File: config.mk
export PLATFORM = sky130hd
export DESIGN_NAME = vgalcd_tgen
export DESIGN_NICKNAME = d
export VERILOG_FILES = /design/src/rtl/vgalcd_tgen.sv
export SDC_FILE = /design/constraint.sdc
export NUM_CORES = 1
export LEC_CHECK = 0
export ABC_CLOCK_PERIOD_IN_PS = 14890
export BUFFER_PORTS_ARGS = -buffer_cell sky130_fd_sc_hd__buf_2
export CAP_MARGIN = 20
export CORE_MARGIN = 1.5
export CORE_UTILIZATION = 50
export DETAILED_ROUTE_END_ITERATION = 16
export GPL_TIMING_DRIVEN = 0
export PLACE_DENSITY = 0.69
export SETUP_SLACK_MARGIN = 0.05
export SYNTH_ARGS = -nofsm -noshare
export SYNTH_HDL_FRONTEND = slang
export SYNTH_SLANG_ARGS = --single-unit
export TNS_END_PERCENT = 5
File: constraint.sdc
create_clock -name clk_i -period 14.89 [get_ports clk_i]
set_input_delay 0.7445 -clock clk_i [delete_from_list [all_inputs] [get_ports clk_i]]
set_output_delay 0.7445 -clock clk_i [all_outputs]
set_load 0.05 [all_outputs]
File: src/rtl/vgalcd_tgen.sv
// -----------------------------------------------------------------------------
// vgalcd_tgen -- display timing generator for the vgalcd controller.
//
// Produces hsync/vsync/de, a one-cycle-early pixel request, frame/line pulses
// and active-area coordinates from porch/sync/active counts. The timing config
// is shadowed and only re-sampled at frame boundaries. Disabling lets the
// current frame finish first (DRAIN).
//
// Ports
//   clk_i, rst_i          clock, synchronous active-high reset
//   en_i                  run enable (level)
//   h*_i / v*_i           active, front porch, sync width, back porch counts
//   hpol_i/vpol_i/depol_i output polarity, 1 = active-high
//   pix_vld_i             pixel FIFO holds data for the current de cycle
//   undf_clr_i            clears the sticky underflow flag
//   hsync_o/vsync_o/de_o  timing outputs, polarity applied
//   pix_req_o             high one cycle before each active pixel
//   hcnt_o/vcnt_o         active coordinates, 0 outside the active area
//   sof_o/eol_o           start-of-frame / last-active-pixel-of-line pulses
//   undf_o                sticky underflow
//   cfg_err_o             one-cycle pulse when latched config is illegal
//   busy_o                high while in RUN or DRAIN
//   dbg_state_o           current FSM state (IDLE=0, RUN=1, DRAIN=2)
//
// Pixel handshake: pix_req_o is asserted in cycle n exactly when de_o will be
// active in cycle n+1. The FIFO must then present pix_vld_i=1 during every
// cycle where de_o is active; a de cycle with pix_vld_i=0 sets undf_o.
//
// All outputs come from flops loaded with the decode of the current counter
// position, so they appear one cycle after the counters and stay mutually
// aligned. pix_req_o is loaded from the decode of the next counter position,
// which places it one cycle ahead of de_o.
// -----------------------------------------------------------------------------
module vgalcd_tgen #(
    parameter int HW = 12,
    parameter int VW = 12
) (
    input  logic          clk_i,
    input  logic          rst_i,
    input  logic          en_i,
    input  logic [HW-1:0] hvsize_i,
    input  logic [HW-1:0] hfp_i,
    input  logic [HW-1:0] hsw_i,
    input  logic [HW-1:0] hbp_i,
    input  logic [VW-1:0] vvsize_i,
    input  logic [VW-1:0] vfp_i,
    input  logic [VW-1:0] vsw_i,
    input  logic [VW-1:0] vbp_i,
    input  logic          hpol_i,
    input  logic          vpol_i,
    input  logic          depol_i,
    input  logic          pix_vld_i,
    input  logic          undf_clr_i,
    output logic          hsync_o,
    output logic          vsync_o,
    output logic          de_o,
    output logic          pix_req_o,
    output logic [HW-1:0] hcnt_o,
    output logic [VW-1:0] vcnt_o,
    output logic          sof_o,
    output logic          eol_o,
    output logic          undf_o,
    output logic          cfg_err_o,
    output logic          busy_o,
    output logic [1:0]    dbg_state_o
);

    localparam int HC = HW + 2;
    localparam int VC = VW + 2;

    typedef enum logic [1:0] {
        ST_IDLE  = 2'd0,
        ST_RUN   = 2'd1,
        ST_DRAIN = 2'd2
    } state_t;

    typedef struct packed {
        logic [HW-1:0] hv;
        logic [HW-1:0] hfp;
        logic [HW-1:0] hsw;
        logic [HW-1:0] hbp;
        logic [VW-1:0] vv;
        logic [VW-1:0] vfp;
        logic [VW-1:0] vsw;
        logic [VW-1:0] vbp;
        logic          hpol;
        logic          vpol;
        logic          depol;
    } cfg_t;

    // Control state
    state_t        state_q,   state_d;
    logic [HC-1:0] h_q,       h_d;
    logic [VC-1:0] v_q,       v_d;
    cfg_t          cfg_q,     cfg_d;
    logic          err_hold_q, err_hold_d;

    // Output registers
    logic          hsync_q,   hsync_d;
    logic          vsync_q,   vsync_d;
    logic          de_q,      de_d;
    logic          de_act_q,  de_act_d;
    logic          pix_req_q, pix_req_d;
    logic [HW-1:0] hcnt_q,    hcnt_d;
    logic [VW-1:0] vcnt_q,    vcnt_d;
    logic          sof_q,     sof_d;
    logic          eol_q,     eol_d;
    logic          undf_q,    undf_d;
    logic          cfg_err_q, cfg_err_d;
    logic          busy_q,    busy_d;

    // Combinational helpers
    cfg_t          cfg_live;
    logic          live_ok;
    logic [HC-1:0] htot, hs_beg, hs_end;
    logic [VC-1:0] vtot, vs_beg, vs_end;
    logic          h_last, v_last, frame_last;
    logic          running_q;
    logic          hs_act, vs_act, de_geo;

    assign cfg_live = {hvsize_i, hfp_i, hsw_i, hbp_i,
                       vvsize_i, vfp_i, vsw_i, vbp_i,
                       hpol_i, vpol_i, depol_i};

    // Porches may be zero; active and sync widths may not.
    assign live_ok = (hvsize_i != '0) && (hsw_i != '0) &&
                     (vvsize_i != '0) && (vsw_i != '0);

    // Region boundaries from the shadowed config. The two extra counter bits
    // guarantee the four-field sums cannot overflow.
    assign hs_beg = HC'(cfg_q.hv) + HC'(cfg_q.hfp);
    assign hs_end = hs_beg + HC'(cfg_q.hsw);
    assign htot   = hs_end + HC'(cfg_q.hbp);
    assign vs_beg = VC'(cfg_q.vv) + VC'(cfg_q.vfp);
    assign vs_end = vs_beg + VC'(cfg_q.vsw);
    assign vtot   = vs_end + VC'(cfg_q.vbp);

    assign h_last     = (h_q == htot - HC'(1));
    assign v_last     = (v_q == vtot - VC'(1));
    assign frame_last = h_last && v_last;
    assign running_q  = (state_q != ST_IDLE);

    assign hs_act = (h_q >= hs_beg) && (h_q < hs_end);
    assign vs_act = (v_q >= vs_beg) && (v_q < vs_end);
    assign de_geo = (h_q < HC'(cfg_q.hv)) && (v_q < VC'(cfg_q.vv));

    // Next-state, counters and shadow config
    always_comb begin
        state_d    = state_q;
        h_d        = h_q;
        v_d        = v_q;
        cfg_d      = cfg_q;
        err_hold_d = err_hold_q;
        cfg_err_d  = 1'b0;

        case (state_q)
            ST_IDLE: begin
                h_d = '0;
                v_d = '0;
                if (!en_i) begin
                    err_hold_d = 1'b0;
                end else if (live_ok) begin
                    state_d    = ST_RUN;
                    cfg_d      = cfg_live;
                    err_hold_d = 1'b0;
                end else begin
                    // Report a bad config once per enable attempt, not every
                    // cycle that en_i stays high.
                    cfg_err_d  = ~err_hold_q;
                    err_hold_d = 1'b1;
                end
            end
            ST_RUN, ST_DRAIN: begin
                if (frame_last) begin
                    h_d = '0;
                    v_d = '0;
                    if (!en_i) begin
                        state_d = ST_IDLE;
                    end else begin
                        cfg_d = cfg_live;
                        if (live_ok) begin
                            state_d = ST_RUN;
                        end else begin
                            state_d    = ST_IDLE;
                            cfg_err_d  = 1'b1;
                            err_hold_d = 1'b1;
                        end
                    end
                end else begin
                    state_d = en_i ? ST_RUN : ST_DRAIN;
                    if (h_last) begin
                        h_d = '0;
                        v_d = v_q + VC'(1);
                    end else begin
                        h_d = h_q + HC'(1);
                    end
                end
            end
            default: begin
                state_d = ST_IDLE;
                h_d     = '0;
                v_d     = '0;
            end
        endcase
    end

    // Output decode of the current position
    always_comb begin
        hsync_d  = ~hpol_i;
        vsync_d  = ~vpol_i;
        de_d     = ~depol_i;
        de_act_d = 1'b0;
        hcnt_d   = '0;
        vcnt_d   = '0;
        sof_d    = 1'b0;
        eol_d    = 1'b0;
        busy_d   = running_q;

        if (running_q) begin
            hsync_d  = hs_act ? cfg_q.hpol  : ~cfg_q.hpol;
            vsync_d  = vs_act ? cfg_q.vpol  : ~cfg_q.vpol;
            de_d     = de_geo ? cfg_q.depol : ~cfg_q.depol;
            de_act_d = de_geo;
            sof_d    = (h_q == '0) && (v_q == '0);
            eol_d    = de_geo && (h_q == HC'(cfg_q.hv) - HC'(1));
            if (de_geo) begin
                hcnt_d = h_q[HW-1:0];
                vcnt_d = v_q[VW-1:0];
            end
        end

        // Look-ahead: de of the position the counters move to, with the config
        // that will be in force there. Leaving for IDLE suppresses it.
        pix_req_d = (state_d != ST_IDLE) &&
                    (h_d < HC'(cfg_d.hv)) && (v_d < VC'(cfg_d.vv));

        // Set dominates clear.
        undf_d = (de_act_q & ~pix_vld_i) | (undf_q & ~undf_clr_i);
    end

    always_ff @(posedge clk_i) begin
        if (rst_i) begin
            state_q    <= ST_IDLE;
            h_q        <= '0;
            v_q        <= '0;
            cfg_q      <= '0;
            err_hold_q <= 1'b0;
            hsync_q    <= 1'b0;
            vsync_q    <= 1'b0;
            de_q       <= 1'b0;
            de_act_q   <= 1'b0;
            pix_req_q  <= 1'b0;
            hcnt_q     <= '0;
            vcnt_q     <= '0;
            sof_q      <= 1'b0;
            eol_q      <= 1'b0;
            undf_q     <= 1'b0;
            cfg_err_q  <= 1'b0;
            busy_q     <= 1'b0;
        end else begin
            state_q    <= state_d;
            h_q        <= h_d;
            v_q        <= v_d;
            cfg_q      <= cfg_d;
            err_hold_q <= err_hold_d;
            hsync_q    <= hsync_d;
            vsync_q    <= vsync_d;
            de_q       <= de_d;
            de_act_q   <= de_act_d;
            pix_req_q  <= pix_req_d;
            hcnt_q     <= hcnt_d;
            vcnt_q     <= vcnt_d;
            sof_q      <= sof_d;
            eol_q      <= eol_d;
            undf_q     <= undf_d;
            cfg_err_q  <= cfg_err_d;
            busy_q     <= busy_d;
        end
    end

    assign hsync_o     = hsync_q;
    assign vsync_o     = vsync_q;
    assign de_o        = de_q;
    assign pix_req_o   = pix_req_q;
    assign hcnt_o      = hcnt_q;
    assign vcnt_o      = vcnt_q;
    assign sof_o       = sof_q;
    assign eol_o       = eol_q;
    assign undf_o      = undf_q;
    assign cfg_err_o   = cfg_err_q;
    assign busy_o      = busy_q;
    assign dbg_state_o = state_q;

endmodule

* Word-level counts from Yosys, hierarchy flattened *
Cells that the tools add are included.

word-level totals
  flip-flop bits (word level) = 164
  input port bits = 104

cells by class
  mux-type cells = 34
  equal/unequal tests = 10
  $lt $le $gt $ge = 8
  reduce and logical (&&, ||, !) cells = 26
  bitwise operators = 14
  $add $sub $neg = 11

operator list
  kind                     number
  $mux W99                 4
  $pmux W99 S2             1
  $mux W14                 6
  $lt A14 B12 Y1           4
  $reduce_bool A12 Y1      4
  $eq A14 B14 Y1           3
  $add A13 B12 Y14         2
  $add A14 B1 Y14 const B  2
  $add A14 B12 Y14         2
  $ge A14 B13 Y1           2
  $logic_not A14 Y1        2
  $lt A14 B14 Y1           2
  $sub A14 B1 Y14 const B  2
  $add A12 B12 Y13         2
  $mux W1                  16
  $sub A12 B1 Y13 const B  1
  $logic_and A1 B1 Y1      11
  $not A1 Y1               11
  $ne A2 B2 Y1 const B     5
  $mux W2                  4
  $reduce_bool A2 Y1       3
  $reduce_and A5 Y1        1
  $pmux W1 S2              2
  $pmux W2 S2              1
  8 further kinds          10

* Longest topological paths before layout *
  depth in word-level cells = 11
  mapped depth = 39
  mapped depth without buffers = 38

* Worst setup path after synthesis *
Ideal clock, no wire load.

  path type = register to register
  from = register cfg_q[87] (netlist name)
  to = register pix_req_q, in the netlist pix_req_o
  data arrival time = 7935 ps
  path slack = 6867 ps
  stages on the path, launching flop included = 39
  clock period less this slack = 8023 ps
  data required time = 14802 ps
  path through = dfxtp_1 -> ha_1 -> inv_1 -> fa_1 -> nor2b_1 -> o31a_1 -> o31a_1 -> nor2_1 -> o21bai_1 -> xor2_1 -> ha_1 -> nand2_1 -> nor2_1 -> a211oi_1 -> nand2_1 -> xor2_1 -> xnor2_1 -> ha_1 -> [... 3 more ...] -> nand4_1 -> or4_1 -> nor4b_1 -> and4bb_2 -> nand4b_4 -> a2111oi_4 -> buf_6 -> mux2_1 -> a22o_1 -> a22oi_1 -> ha_1 -> and4_1 -> a21oi_1 -> nand2_1 -> a2111oi_0 -> nand4_1 -> or3_1 -> nor4_2

between the ends
  word-level cells in the longest chain between the ends = 11
  elaborated cells on any way between the ends = 24
  classes of those cells = 4 x add/sub; 2 x order compare; 1 x eq/ne; 13 x mux; 4 x reduce/logical

RTL lines
  item                                                  RTL line  RTL
  from (decl)                                           95        cfg_t cfg_q, cfg_d;
  from (signal assigned)                                264       cfg_q <= cfg_d;
  $add A12 B12 Y13                                      131       assign hs_beg = HC'(cfg_q.hv) + HC'(cfg_q.hfp);
  $add A13 B12 Y14                                      132       assign hs_end = hs_beg + HC'(cfg_q.hsw);
  $add A14 B12 Y14                                      133       assign htot = hs_end + HC'(cfg_q.hbp);
  $sub A14 B1 Y14                                       138       assign h_last = (h_q == htot - HC'(1));
  $eq A14 B14 Y1                                        138
  $logic_and A1 B1 Y1 or $mux W14 (tied branches)       140, 191
  $mux W99 (tied with other cells)                      174       if (frame_last) begin
  $pmux W99 S2 (tied with other cells)                  156       case (state_q)
  $lt A14 B12 Y1 or $reduce_bool A2 Y1 (tied branches)  235, 234
  $logic_and A1 B1 Y1                                   234       pix_req_d = (state_d != ST_IDLE) &&
  $logic_and A1 B1 Y1 *                                 235       (h_d < HC'(cfg_d.hv)) && (v_d < VC'(cfg_d.vv));
  to (signal assigned)                                  270       pix_req_q <= pix_req_d;
  to (decl)                                             103       logic pix_req_q, pix_req_d;

Mark *: on every way between the ends. The rest lies on a longest branch, timed or not. The select of a mux whose other input is x is not followed.
A chain may end at the register's enable or synchronous reset.

* Worst setup path in the final report *
Ends and elaborated chain as after synthesis.

==> results.toml <==
[power]
sequentialPowerShare = 0.196
power.share.switching = 0.458
ir_drop_worst_vdd_mv = 0.0950
power.total_mw = 2.77
power_density_nw_per_um2 = 179
clockPowerShare = 0.160
switchingPower_mw = 1.27
total_leakage_power_nw = 6.88
comb_power_share = 0.643
intPower_mw = 1.50

[cts]
postCtsSetupBuffers = 0
tritoncts = "built"
post_cts.resized_instances = 0
ctsHtreeMaxLevel = 4
cts_num_sinks = 164
clock_insertion_delay_worst_skew_ps = 460
path_clk_slew_ps = 80
ctsLongestPathBuffers = 2
cts_root_buf = "sky130_fd_sc_hd__clkbuf_16"
cts_hold_buf = 0
numCtsBuffers = 17

[setup_path]
cp_data_required_time_ps = 15220
endpoint_arrival_time_on_the_critical_path_ps = 10410
worstSetupEndpointType = "flip-flop"
slowest_delay_ps = 840
timing.critical_path.max_delay_family = "simple AND/OR/NAND/NOR gates"
timing.critical_path.fanout_max = 10
crit_path_start_kind = "flip-flop"
critical_path_buf_inv_count = 3
critPathKind = "flip-flop to flip-flop"
timing.critical_path.mode_cell = "sky130_fd_sc_hd__ha_1"
critPathSlowestCell = "sky130_fd_sc_hd__a2111oi_4"

[floorplan]
coreArea_um2 = 27000
top_level_ports = 139
rows = 60
dieHeight_um = 169
floorplan.initialDensity = 0.510
dieArea_um2 = 28500
die-width_um = 169

[global_routing]
grt_pass1_vias = 12300
grt-ovfl-total = 0
antenna_found_initial = 0
global_route.usage.total = 0.295
pin_count_of_the_biggest_net_entering_global_routing = 17
grt_first_pass_wirelength_mm = 65.5

[logic_synthesis]
seq_area_frac_synth = 0.239
post_synth_inst_count = 1678
synthesis.nets = 1976
synthTopCellsByArea = "sky130_fd_sc_hd__dfxtp_1 24%, sky130_fd_sc_hd__ha_1 17%, sky130_fd_sc_hd__a21oi_1 5.3%, sky130_fd_sc_hd__xnor2_1 5.2%, sky130_fd_sc_hd__nand2b_1 4.2%"
synth_top_area_share = 0.239
synthDominantAreaCellType = "sky130_fd_sc_hd__dfxtp_1"
yosys_warnings = 0
synth_common_cells = "188 x sky130_fd_sc_hd__ha_1, 164 x sky130_fd_sc_hd__dfxtp_1, 145 x sky130_fd_sc_hd__a21oi_1"
postSynth.asyncResetShare = 0
dominantRegCellSynth = "sky130_fd_sc_hd__dfxtp_1"
synth_enable_flop_cells = 0
synth.lib_cells_used.distinct = 74
postSynthAreaPerCell_um2 = 8.19
synth-seq-cells = 164
synth.most_common_cell = "sky130_fd_sc_hd__ha_1"
post_synth_instance_area_um2 = 13700

[drt]
wire_per_inst_um = 19.2
drt_iter0_drc = 1003
routed_via_density = 5.94
wirelength_mm = 42.1
remaining_drcs = 0
vias = 13000
route.antenna.remaining_nets = 0
detail_route.first_pass.iterations = 6

[timing]
achievable-frequency_mhz = 99.3
clock_skew_ps = 19.3
finalHoldViolCount = 0
finalSetupViolations = 0
worst-slew-pin-transition_ps = 891
finalHoldWorstSlack_ps = 470
fin_crit_ps = 10080
rel_slew_slack = 0.406
setup_slack_ps = 4810
final-max-slew-violation-count = 0
min_period_over_period = 0.677
rsz0062_at_grt = "false"
fin_setup_tns_ps = 0

[final_layout]
antennaDiodeCount = 0
area.growth.synth_to_final_pct = 12.2
register_area_um2 = 3280
combined_area_of_the_multi_input_logic_cells_um2 = 9550
final_design_area_no_fill_um2 = 15400
finalNetCount = 2133
proportion_of_layout_cells_with_a_drive_suffix_above_1 = 0.114
fillers = 2571

[place]
dpl_cell_area_um2 = 14900
port_buffers = 138
placement.setup.worst_slack_ps = 4960
gp_congestion = 0.911
dp_hpwl_mm = 33.1

[status]
run_status = "complete, no violations"

[min_path]
worst_hold_path_type = "flip-flop to flip-flop"

[flow_run]
maxCapViolCount = 0
[worst reg2reg max path, delay by kind of cell, from the launching register on]
family | cells | cell delay, ps
AOI/OAI and AO/OA | 11 | 3090
xor gates and xnor gates | 3 | 800
adders and majority gates | 5 | 1530
buffers and inverters | 3 | 540
DFF | 1 | 570
muxes | 1 | 340
and+or+nand+nor | 15 | 3100
[final timing paths]
path / from / to / slack (ps) / cells after the start
hold / removal: cfg_q[7] / cfg_q[7] / 470 / 2
hold reg to reg: cfg_q[7] / cfg_q[7] / 470 / 2
setup reg to reg: cfg_q[87] / pix_req_o / 4810 / 38
setup / recovery: cfg_q[87] / pix_req_o / 4810 / 38
[power by group through the flow]
stage          logic (mW)  registers, mW  clock network [mW]
6_report             1.78          0.544               0.444
5_1_grt              1.98          0.549               0.462
4_1_cts              1.76          0.543               0.446
3_5_place_dp         1.74          0.552                   0
3_3_place_gp         1.72          0.551                   0
2_1_floorplan        1.38          0.550                   0
[cell usage in the layout (no fill, tap or decap), types with 6 or more instances in the layout]
cell type and n:
sky130_fd_sc_hd__ha_1 188, sky130_fd_sc_hd__dfxtp_1 164, sky130_fd_sc_hd__buf_2 149, sky130_fd_sc_hd__a21oi_1 145, sky130_fd_sc_hd__inv_1 141, sky130_fd_sc_hd__nand3_1 107, sky130_fd_sc_hd__nand2b_1 93, sky130_fd_sc_hd__xnor2_1 81
sky130_fd_sc_hd__clkbuf_1 76, sky130_fd_sc_hd__nor2_1 64, sky130_fd_sc_hd__nand2_1 53, sky130_fd_sc_hd__nor3_1 52, sky130_fd_sc_hd__a21o_1 47, sky130_fd_sc_hd__xor2_1 46, sky130_fd_sc_hd__a22o_1 44, sky130_fd_sc_hd__o21ai_0 39
sky130_fd_sc_hd__and2_1 28, sky130_fd_sc_hd__a22oi_1 25, sky130_fd_sc_hd__nor4_1 23, sky130_fd_sc_hd__o21a_1 22, sky130_fd_sc_hd__nand4_1 20, sky130_fd_sc_hd__o21bai_1 18, sky130_fd_sc_hd__mux2_1 17, sky130_fd_sc_hd__clkbuf_16 17
sky130_fd_sc_hd__nor2b_1 13, sky130_fd_sc_hd__or2_2 12, sky130_fd_sc_hd__and3_1 12, sky130_fd_sc_hd__a211oi_1 11, sky130_fd_sc_hd__a2111oi_0 9, sky130_fd_sc_hd__o211ai_1 8, sky130_fd_sc_hd__o31a_1 6, sky130_fd_sc_hd__mux2_2 6
sky130_fd_sc_hd__or3_1 6, sky130_fd_sc_hd__mux2i_1 6, sky130_fd_sc_hd__fa_1 6
[final cells by class]
class | instances | area share
clock buffer | 21 | 0.0298
buffer | 92 | 0.0245
inverter | 142 | 0.0346
tap | 341 | 0.0277
clock inverter | 11 | 0.00665
sequential | 164 | 0.213
timing repair buffer | 138 | 0.0448
multi-input combinational | 1280 | 0.619
[logic make-up (layout without fill, tap and decap cells)]
group | after synthesis | after routing | share of synthesized area
compound gates | 422 | 422 | 0.208
xor+xnor | 128 | 128 | 0.0826
fa+ha+maj | 194 | 194 | 0.180
buf+inv | 234 | 404 | 0.0663
flops | 164 | 164 | 0.239
mux | 30 | 30 | 0.0243
simple gates | 506 | 506 | 0.200
[flip-flops by register name, summed over array words and instances (netlist names)]
signal,count
cfg_q,99
h_q,14
v_q,14
hcnt_o,12
vcnt_o,12
dbg_state_o,2
busy_o,1
cfg_err_o,1
de_act_q,1
de_o,1
eol_o,1
err_hold_q,1
hsync_o,1
pix_req_o,1
sof_o,1
undf_o,1
vsync_o,1
[per-layer routing]
| layer | share of wire | up-vias | routed length (um) | track usage |
|---|---|---|---|---|
| li1 | - | 6316 | - | - |
| met1 | 0.44 | 6157 | 18600 | 0.378 |
| met2 | 0.47 | 441 | 19600 | 0.502 |
| met3 | 0.060 | 96 | 2510 | 0.0475 |
| met4 | 0.033 | 0 | 1400 | 0.104 |
| met5 | 0 | - | 0 | 0 |
[stage by stage]
step	instances	util
3_5_place_dp	2157	0.551
3_3_place_gp	2157	0.551
4_1_cts	2189	0.572
2_1_floorplan	1678	-
6_report	2189	0.572
5_1_grt	2189	0.572
Note: power is estimated with default switching activity, not from simulation.
